### config.mk
export PLATFORM = sky130hd
export DESIGN_NAME = vid_src_arbiter
export DESIGN_NICKNAME = d
export VERILOG_FILES = /design/src/rtl/vid_pkg.sv /design/src/rtl/vid_frame_counter.sv /design/src/rtl/vid_src_arbiter.sv
export SDC_FILE = /design/constraint.sdc
export NUM_CORES = 1
export LEC_CHECK = 0
export ABC_AREA = 1
export CAP_MARGIN = 20
export CORE_MARGIN = 2
export CORE_UTILIZATION = 38
export CTS_CLUSTER_DIAMETER = 120
export DETAILED_ROUTE_END_ITERATION = 6
export HOLD_SLACK_MARGIN = 0.02
export PLACE_DENSITY = 0.78
export SYNTH_ARGS = -nofsm -noshare
export SYNTH_HDL_FRONTEND = slang
export SYNTH_SLANG_ARGS = --single-unit
export TNS_END_PERCENT = 30
### constraint.sdc
create_clock -name clk_i -period 3.24 [get_ports clk_i]
set_input_delay 0.648 -clock clk_i [delete_from_list [all_inputs] [get_ports clk_i]]
set_output_delay 0.648 -clock clk_i [all_outputs]
set_load 0.05 [all_outputs]
### src/rtl/vid_pkg.sv
// Shared video timing constants, FSM state type and source indices for the
// stream arbiter and the monitor timing block.
package vid_pkg;

  typedef enum logic {
    SEEK   = 1'b0,
    STREAM = 1'b1
  } vid_state_e;

  localparam int H_ACTIVE_DEF = 640;
  localparam int V_ACTIVE_DEF = 480;

  localparam logic SRC_DMA = 1'b0;
  localparam logic SRC_TPG = 1'b1;

  // Counter width for n positions, never below one bit.
  function automatic int cnt_w(input int n);
    return (n > 1) ? $clog2(n) : 1;
  endfunction

endpackage

### src/rtl/vid_frame_counter.sv
// Pixel/line position within the active frame; advances on each forwarded beat
// and raises start-of-frame, end-of-line and end-of-frame flags.
module vid_frame_counter
  import vid_pkg::*;
#(
  parameter int H_ACTIVE = H_ACTIVE_DEF,
  parameter int V_ACTIVE = V_ACTIVE_DEF
) (
  input  logic gclk,
  input  logic grst_n,
  input  logic clr,
  input  logic adv,
  output logic sof,
  output logic eol,
  output logic eof
);

  localparam int XW = cnt_w(H_ACTIVE);
  localparam int YW = cnt_w(V_ACTIVE);

  logic [XW-1:0] x_q;
  logic [YW-1:0] y_q;

  assign sof = (x_q == '0) && (y_q == '0);
  assign eol = (x_q == XW'(H_ACTIVE - 1));
  assign eof = eol && (y_q == YW'(V_ACTIVE - 1));

  always_ff @(posedge gclk or negedge grst_n) begin
    if (!grst_n) begin
      x_q <= '0;
      y_q <= '0;
    end else if (clr) begin
      x_q <= '0;
      y_q <= '0;
    end else if (adv) begin
      if (eol) begin
        x_q <= '0;
        y_q <= eof ? '0 : y_q + YW'(1);
      end else begin
        x_q <= x_q + XW'(1);
      end
    end
  end

endmodule

### src/rtl/vid_src_arbiter.sv
// Frame-aligned 2:1 AXI4-Stream video arbiter: locks onto one source per frame,
// drains the other, and regenerates tuser/tlast from its own frame counters.
module vid_src_arbiter
  import vid_pkg::*;
#(
  parameter int H_ACTIVE = H_ACTIVE_DEF,
  parameter int V_ACTIVE = V_ACTIVE_DEF,
  parameter int DATA_W   = 32
) (
  input  logic              clk_i,
  input  logic              rst_ni,
  input  logic              sel_i,
  input  logic              s0_axis_tvalid,
  output logic              s0_axis_tready,
  input  logic [DATA_W-1:0] s0_axis_tdata,
  input  logic              s0_axis_tuser,
  input  logic              s0_axis_tlast,
  input  logic              s1_axis_tvalid,
  output logic              s1_axis_tready,
  input  logic [DATA_W-1:0] s1_axis_tdata,
  input  logic              s1_axis_tuser,
  input  logic              s1_axis_tlast,
  output logic              m_axis_tvalid,
  input  logic              m_axis_tready,
  output logic [DATA_W-1:0] m_axis_tdata,
  output logic              m_axis_tuser,
  output logic              m_axis_tlast,
  output logic              active_src_o,
  output logic              locked_o,
  output logic              frame_err_o
);

  vid_state_e        state_q, state_d;
  logic              active_src_q, active_src_d;
  logic              init_q, frame_err_q;
  logic              act_valid, act_user, act_last, act_ready;
  logic [DATA_W-1:0] act_data;
  logic              xfer, err, cnt_clr, sof, eol, eof;

  assign act_valid = (active_src_q == SRC_TPG) ? s1_axis_tvalid : s0_axis_tvalid;
  assign act_data  = (active_src_q == SRC_TPG) ? s1_axis_tdata  : s0_axis_tdata;
  assign act_user  = (active_src_q == SRC_TPG) ? s1_axis_tuser  : s0_axis_tuser;
  assign act_last  = (active_src_q == SRC_TPG) ? s1_axis_tlast  : s0_axis_tlast;

  // The inactive source is always drained so it never stalls upstream.
  assign s0_axis_tready = (active_src_q == SRC_DMA) ? act_ready : 1'b1;
  assign s1_axis_tready = (active_src_q == SRC_TPG) ? act_ready : 1'b1;

  assign xfer = m_axis_tvalid & m_axis_tready;
  assign err  = (state_q == STREAM) & xfer & ((act_user != sof) | (act_last != eol));

  vid_frame_counter #(
    .H_ACTIVE(H_ACTIVE),
    .V_ACTIVE(V_ACTIVE)
  ) u_cnt (
    .gclk  (clk_i),
    .grst_n(rst_ni),
    .clr   (cnt_clr),
    .adv   (xfer),
    .sof   (sof),
    .eol   (eol),
    .eof   (eof)
  );

  always_ff @(posedge clk_i or negedge rst_ni) begin
    if (!rst_ni) begin
      state_q      <= SEEK;
      active_src_q <= SRC_DMA;
      init_q       <= 1'b1;
      frame_err_q  <= 1'b0;
    end else begin
      state_q      <= state_d;
      active_src_q <= active_src_d;
      init_q       <= 1'b0;
      frame_err_q  <= err;
    end
  end

  always_comb begin
    state_d      = state_q;
    active_src_d = active_src_q;
    cnt_clr      = 1'b0;
    // The first cycle out of reset only samples sel_i; nothing is forwarded.
    if (init_q) active_src_d = sel_i;
    case (state_q)
      SEEK: if (xfer) state_d = STREAM;
      STREAM: begin
        if (err) begin
          state_d      = SEEK;
          cnt_clr      = 1'b1;
          active_src_d = sel_i;
        end else if (xfer && eof && (sel_i != active_src_q)) begin
          state_d      = SEEK;
          active_src_d = sel_i;
        end
      end
      default: state_d = SEEK;
    endcase
  end

  // SEEK forwards only the tuser beat that opens a frame; STREAM is pass-through.
  always_comb begin
    m_axis_tvalid = 1'b0;
    act_ready     = 1'b1;
    case (state_q)
      SEEK: begin
        m_axis_tvalid = ~init_q & act_valid & act_user;
        if (m_axis_tvalid) act_ready = m_axis_tready;
      end
      STREAM: begin
        m_axis_tvalid = act_valid;
        act_ready     = m_axis_tready;
      end
      default: ;
    endcase
  end

  assign m_axis_tdata = act_data;
  assign m_axis_tuser = sof;
  assign m_axis_tlast = eol;
  assign active_src_o = active_src_q;
  assign locked_o     = (state_q == STREAM);
  assign frame_err_o  = frame_err_q;

endmodule

# After elaboration in Yosys (flattened, before gate mapping)
# Cells that the tools add are included.
totals:
  register_bits: 23
  in_bits: 74
  output_inout_bits: 40
  wordCells: 56
classes:
  add_sub_neg: 2
  n_eq_ne: 5
  n_mux: 26
  bitwise_logic: 8
  reduce_logical: 9
op_table:
  columns: ["cell", "n"]
  rows:
  - ["$mux W9", 4]
  - ["$mux W32", 1]
  - ["$mux W10", 3]
  - ["$mux W1", 15]
  - ["$add A10 B1 Y10 const B", 1]
  - ["$eq A10 B10 Y1 const B", 1]
  - ["$logic_not A10 Y1", 1]
  - ["$add A9 B1 Y9 const B", 1]
  - ["$eq A9 B9 Y1 const B", 1]
  - ["$logic_not A9 Y1", 1]
  - ["$pmux W1 S2", 3]
  - ["$and A1 B1 Y1", 5]
  - ["$logic_and A1 B1 Y1", 4]
  - ["$reduce_bool A2 Y1", 2]
  - ["$ne A1 B1 Y1", 3]
  - ["$not A1 Y1", 2]
  - ["$reduce_and A2 Y1", 1]
  - ["$or A1 B1 Y1", 1]

# Depth between registers and ports, before layout
depth:
  depth_word: 11
  depth_mapped: 14
  ltp_nobuf: 14

# By module
# Synthesis repeated with hierarchy kept, for this count alone.
hier_totals:
  hier_cells: 323
  area_unflattened_um2: 1934.4
by_module_without_submodules:
  columns: ["mod", "instances", "cells_each", "area_each_um2"]
  rows:
  - ["vid_frame_counter", 1, 167, 1211.2]
  - ["vid_src_arbiter", 1, 156, 723.2]

# Least setup slack after synthesis
# No wires, ideal clock.
synth_timing:
  path_kind: "register to output"
  start: "register u_cnt.x_q[0]"
  end: "output port m_axis_tlast"
  t_arrival_ns: 1.774
  slack_ns: 0.818
  path_stages_with_launch: 4
  n_path_buf: 0
  path_cell_list: "dfrtp_1 ha_1 nand4_1 nor3_1"
synth_via:
  elab_chain_len: 1
synth_rtl:
  columns: ["element", "line_no", "rtl"]
  rows:
  - ["start: declaration", "vid_frame_counter.sv:21", "logic [XW-1:0] x_q;"]
  - ["start signal: assignment", "vid_frame_counter.sv:40", "x_q <= x_q + XW'(1);"]
  - ["$eq A10 B10 Y1", "vid_frame_counter.sv:25", "assign eol = (x_q == XW'(H_ACTIVE - 1));"]
  - ["end: declaration", "vid_src_arbiter.sv:27", "output logic m_axis_tlast,"]
# No other way between the ends.

# Worst setup path after layout
layout_timing:
  start: "register u_cnt.y_q[0]"
  end: "output port m_axis_tuser"
layout_via:
  elab_chain_len: 2
layout_rtl:
  columns: ["element", "line_no", "rtl"]
  rows:
  - ["start: declaration", "vid_frame_counter.sv:22", "logic [YW-1:0] y_q;"]
  - ["start signal: assignment", "vid_frame_counter.sv:38", "y_q <= eof ? '0 : y_q + YW'(1);"]
  - ["$logic_not A9 Y1", "vid_frame_counter.sv:24", "assign sof = (x_q == '0) && (y_q == '0);"]
  - ["$logic_and A1 B1 Y1", "vid_frame_counter.sv:24", null]
  - ["end: declaration", "vid_src_arbiter.sv:26", "output logic m_axis_tuser,"]
# No other way between the ends.

==> impl_metrics.yaml <==
route:
  wl_per_cell_um: 12.1
  ant_nets: 0
  viasPerCell: 4.68
  via_count: 2475
  drt_first_pass_iters: 5
  drtIter0Drc: 136
  drt-total-wl_um: 6420
  drc_errors: 0
timing:
  setup_violations: 0
  period_needed_ps: 2890
  slew_viol_final: 0
  skew_ps: 8.50
  setup_ws_ps: 355
  max_slew_margin_pct: 66.5
  hold_viol_final: 0
  min_period_over_period_pct: 89.1
  rsz0062_at_grt: "no"
  worst_pin_slew_ps: 500
  fin_setup_tns_ps: 0
  max_freq_ghz: 0.347
grt:
  overflow: 0
  grt_use_total_pct: 20.4
  antenna_found_initial: 0
  grt_pass1_wl_um: 10500
  grt_pass1_vias: 2428
  grt_max_degree: 28
finish:
  final_cell_mix: "nand2_1, clkdlybuf4s50_1, buf_4"
  diodes: 0
  final_common_cell: "nand2_1"
  layoutNonFillerInstCount: 529
  areaGrowthSynthToFinish_pct: 53.4
  fin_nets: 536
  drive_gt1_share_pct: 12.5
cts:
  clk-insertion-delay-late_ps: 270
  cts.repair.resized: 0
  post_cts_buffers: 0
  cts_sinks: 23
  cts_made_buffers: 3
  cts-root-buf: "clkbuf_8"
  cts_htree_levels: 1
  clk_pin_slew_ps: 80
  hold_buffers: 0
  cts_tree: "yes"
  clk_path_buf_depth: 2
logic_synthesis:
  syn-num-nets: 430
  yosys.area.top_type: "nand2_1"
  synthTopCellsByArea: "nand2_1, dfrtp_1, inv_1, nor2_1, nand4_1"
  synth_top_area_share_pct: 28.4
  ys_types: 29
  synth-seq-cells: 23
  syn_inst: 352
  yosysWarnings: 0
  synth_area_mm2: 0.00213
  yosysSeqAreaShare_pct: 27.1
  syn-mean-instance-area_um2: 6.05
placed_design:
  hpwlAfterDp_um: 5110
  placed_cells: 525
  gp_congestion: 0.819
  io_buffers: 113
  pre_cts_ws_ps: 574
critical_path:
  crit_fanout: 5
  rr_worst_depth: 12
  timing.rr.end: "u_cnt.y_q[5]$_DFFE_PN0P_"
  rrSetupSlack_ps: 940
  regToRegStartpoint: "active_src_o$_DFF_PN0_"
  path_class: "reg2out"
  end_kind: "primary output"
  arrival_ps: 2240
  start_kind: "register"
  crit_required_ps: 2590
min_path:
  hp-class: "reg2reg"
  min_to: "u_cnt.y_q[1]$_DFFE_PN0P_"
  hp-start: "u_cnt.y_q[1]$_DFFE_PN0P_"
  hold_path_depth: 2
floorplan:
  die-area_mm2: 0.00622
  ios: 114
  core_mm2: 0.00547
  rows: 27
  die_w_um: 78.8
  start_util_pct: 38.9
  die_h_um: 78.8
run_status:
  status: "completed"
power_and_ir_drop:
  pwr_density_cell_mw_per_mm2: 501
  peakVddDrop_mv: 0.250
  p_leak_nw: 1.70
job:
  maxCapViolCount: 0
power breakdown:
| part | total [W] | switching, W | internal (W) | leakage [nW] |
|---|---|---|---|---|
| Combinational | 0.00101 | 0.000651 | 0.000355 | 1.38 |
| Sequential | 0.000449 | 0.0000959 | 0.000353 | 0.297 |
| Clock | 0.000181 | 0.0000947 | 0.0000859 | 0.0255 |
| Total | 0.00164 | 0.000842 | 0.000793 | 1.70 |
metrics by stage:
step,power [W],hold WS (ps),area [µm²],utilization [%]
floorplan,0.00114,352,2130,-
global placement,0.00145,508,3220,58.8
detailed placement,0.00146,537,3220,58.8
CTS,0.00165,559,3260,59.6
global route,0.00176,600,3260,59.6
finish,0.00164,552,3260,59.6
worst max-delay path, stage by stage (launching register included):
cell             delay (ps)
dfrtp_1                 430
inv_1                    80
ha_1                    140
inv_1                    40
nor2_1                  110
nand2_1                  70
nor2_1                  130
nand3_1                 100
inv_1                    90
clkdlybuf4s50_1         800
worst max-delay path by stage:
stage / start / cells past startpoint / to
final: u_cnt.y_q[0]$_DFFE_PN0P_ / 9 / m_axis_tuser
after global routing: u_cnt.y_q[0]$_DFFE_PN0P_ / 9 / m_axis_tuser
after CTS: u_cnt.y_q[0]$_DFFE_PN0P_ / 9 / m_axis_tuser
after detailed placement: s0_axis_tuser / 7 / s1_axis_tready
after global placement: s0_axis_tuser / 7 / s1_axis_tready
after floorplan: u_cnt.x_q[0]$_DFFE_PN0P_ / 3 / m_axis_tlast
registers in the layout (all words and copies together), names as in the netlist:
| signal | cells |
|---|---|
| u_cnt.x_q | 10 |
| active_src_o | 1 |
| init_q | 1 |
| frame_err_o | 1 |
| locked_o | 1 |
| u_cnt.y_q | 9 |
cells in the mapped netlist, drive strengths merged:
library cell  number
and2               1
clkbuf             7
inv               34
nand4             18
xnor2              1
clkinv             1
ha                 4
buf                8
o21a               1
o22ai              1
dfstp              1
nor2              32
nor3               7
dfrtp             22
conb               1
nand3b             1
nand2            167
a21oi              6
xor2               8
nand3             22
o21ai              9
per-layer routing:
| metal | vias to the layer above | part of all wire, % | GRT usage [%] |
|---|---|---|---|
| li1 | 1312 | - | - |
| met1 | 1064 | 41 | 24.2 |
| met2 | 91 | 52 | 38.6 |
| met3 | 8 | 5.5 | 3.64 |
| met4 | 0 | 1.5 | 3.79 |
| met5 | - | 0 | 0 |
kinds of logic (layout without fill, tap and decap cells):
logic type / count (synthesis) / after routing / synth area share, %
simple gates: 248 / 248 / 51.8
buf+inv: 50 / 155 / 10.7
flops: 23 / 23 / 27.1
compound gates: 17 / 17 / 4.17
xor+xnor: 9 / 9 / 3.70
fa+ha+maj: 4 / 4 / 2.35
other cells: 1 / 1 / 0.176
cell type report:
class / count / area, µm²
clock buffers: 3 / 41.3
clock inverters: 1 / 5.00
fillers: 531 / 2210
inverters: 35 / 136
flip-flops and latches: 23 / 577
repair buffers: 116 / 1090
multi-input cells: 279 / 1320
well taps: 72 / 90.1
(Power assumes the default switching activity.)
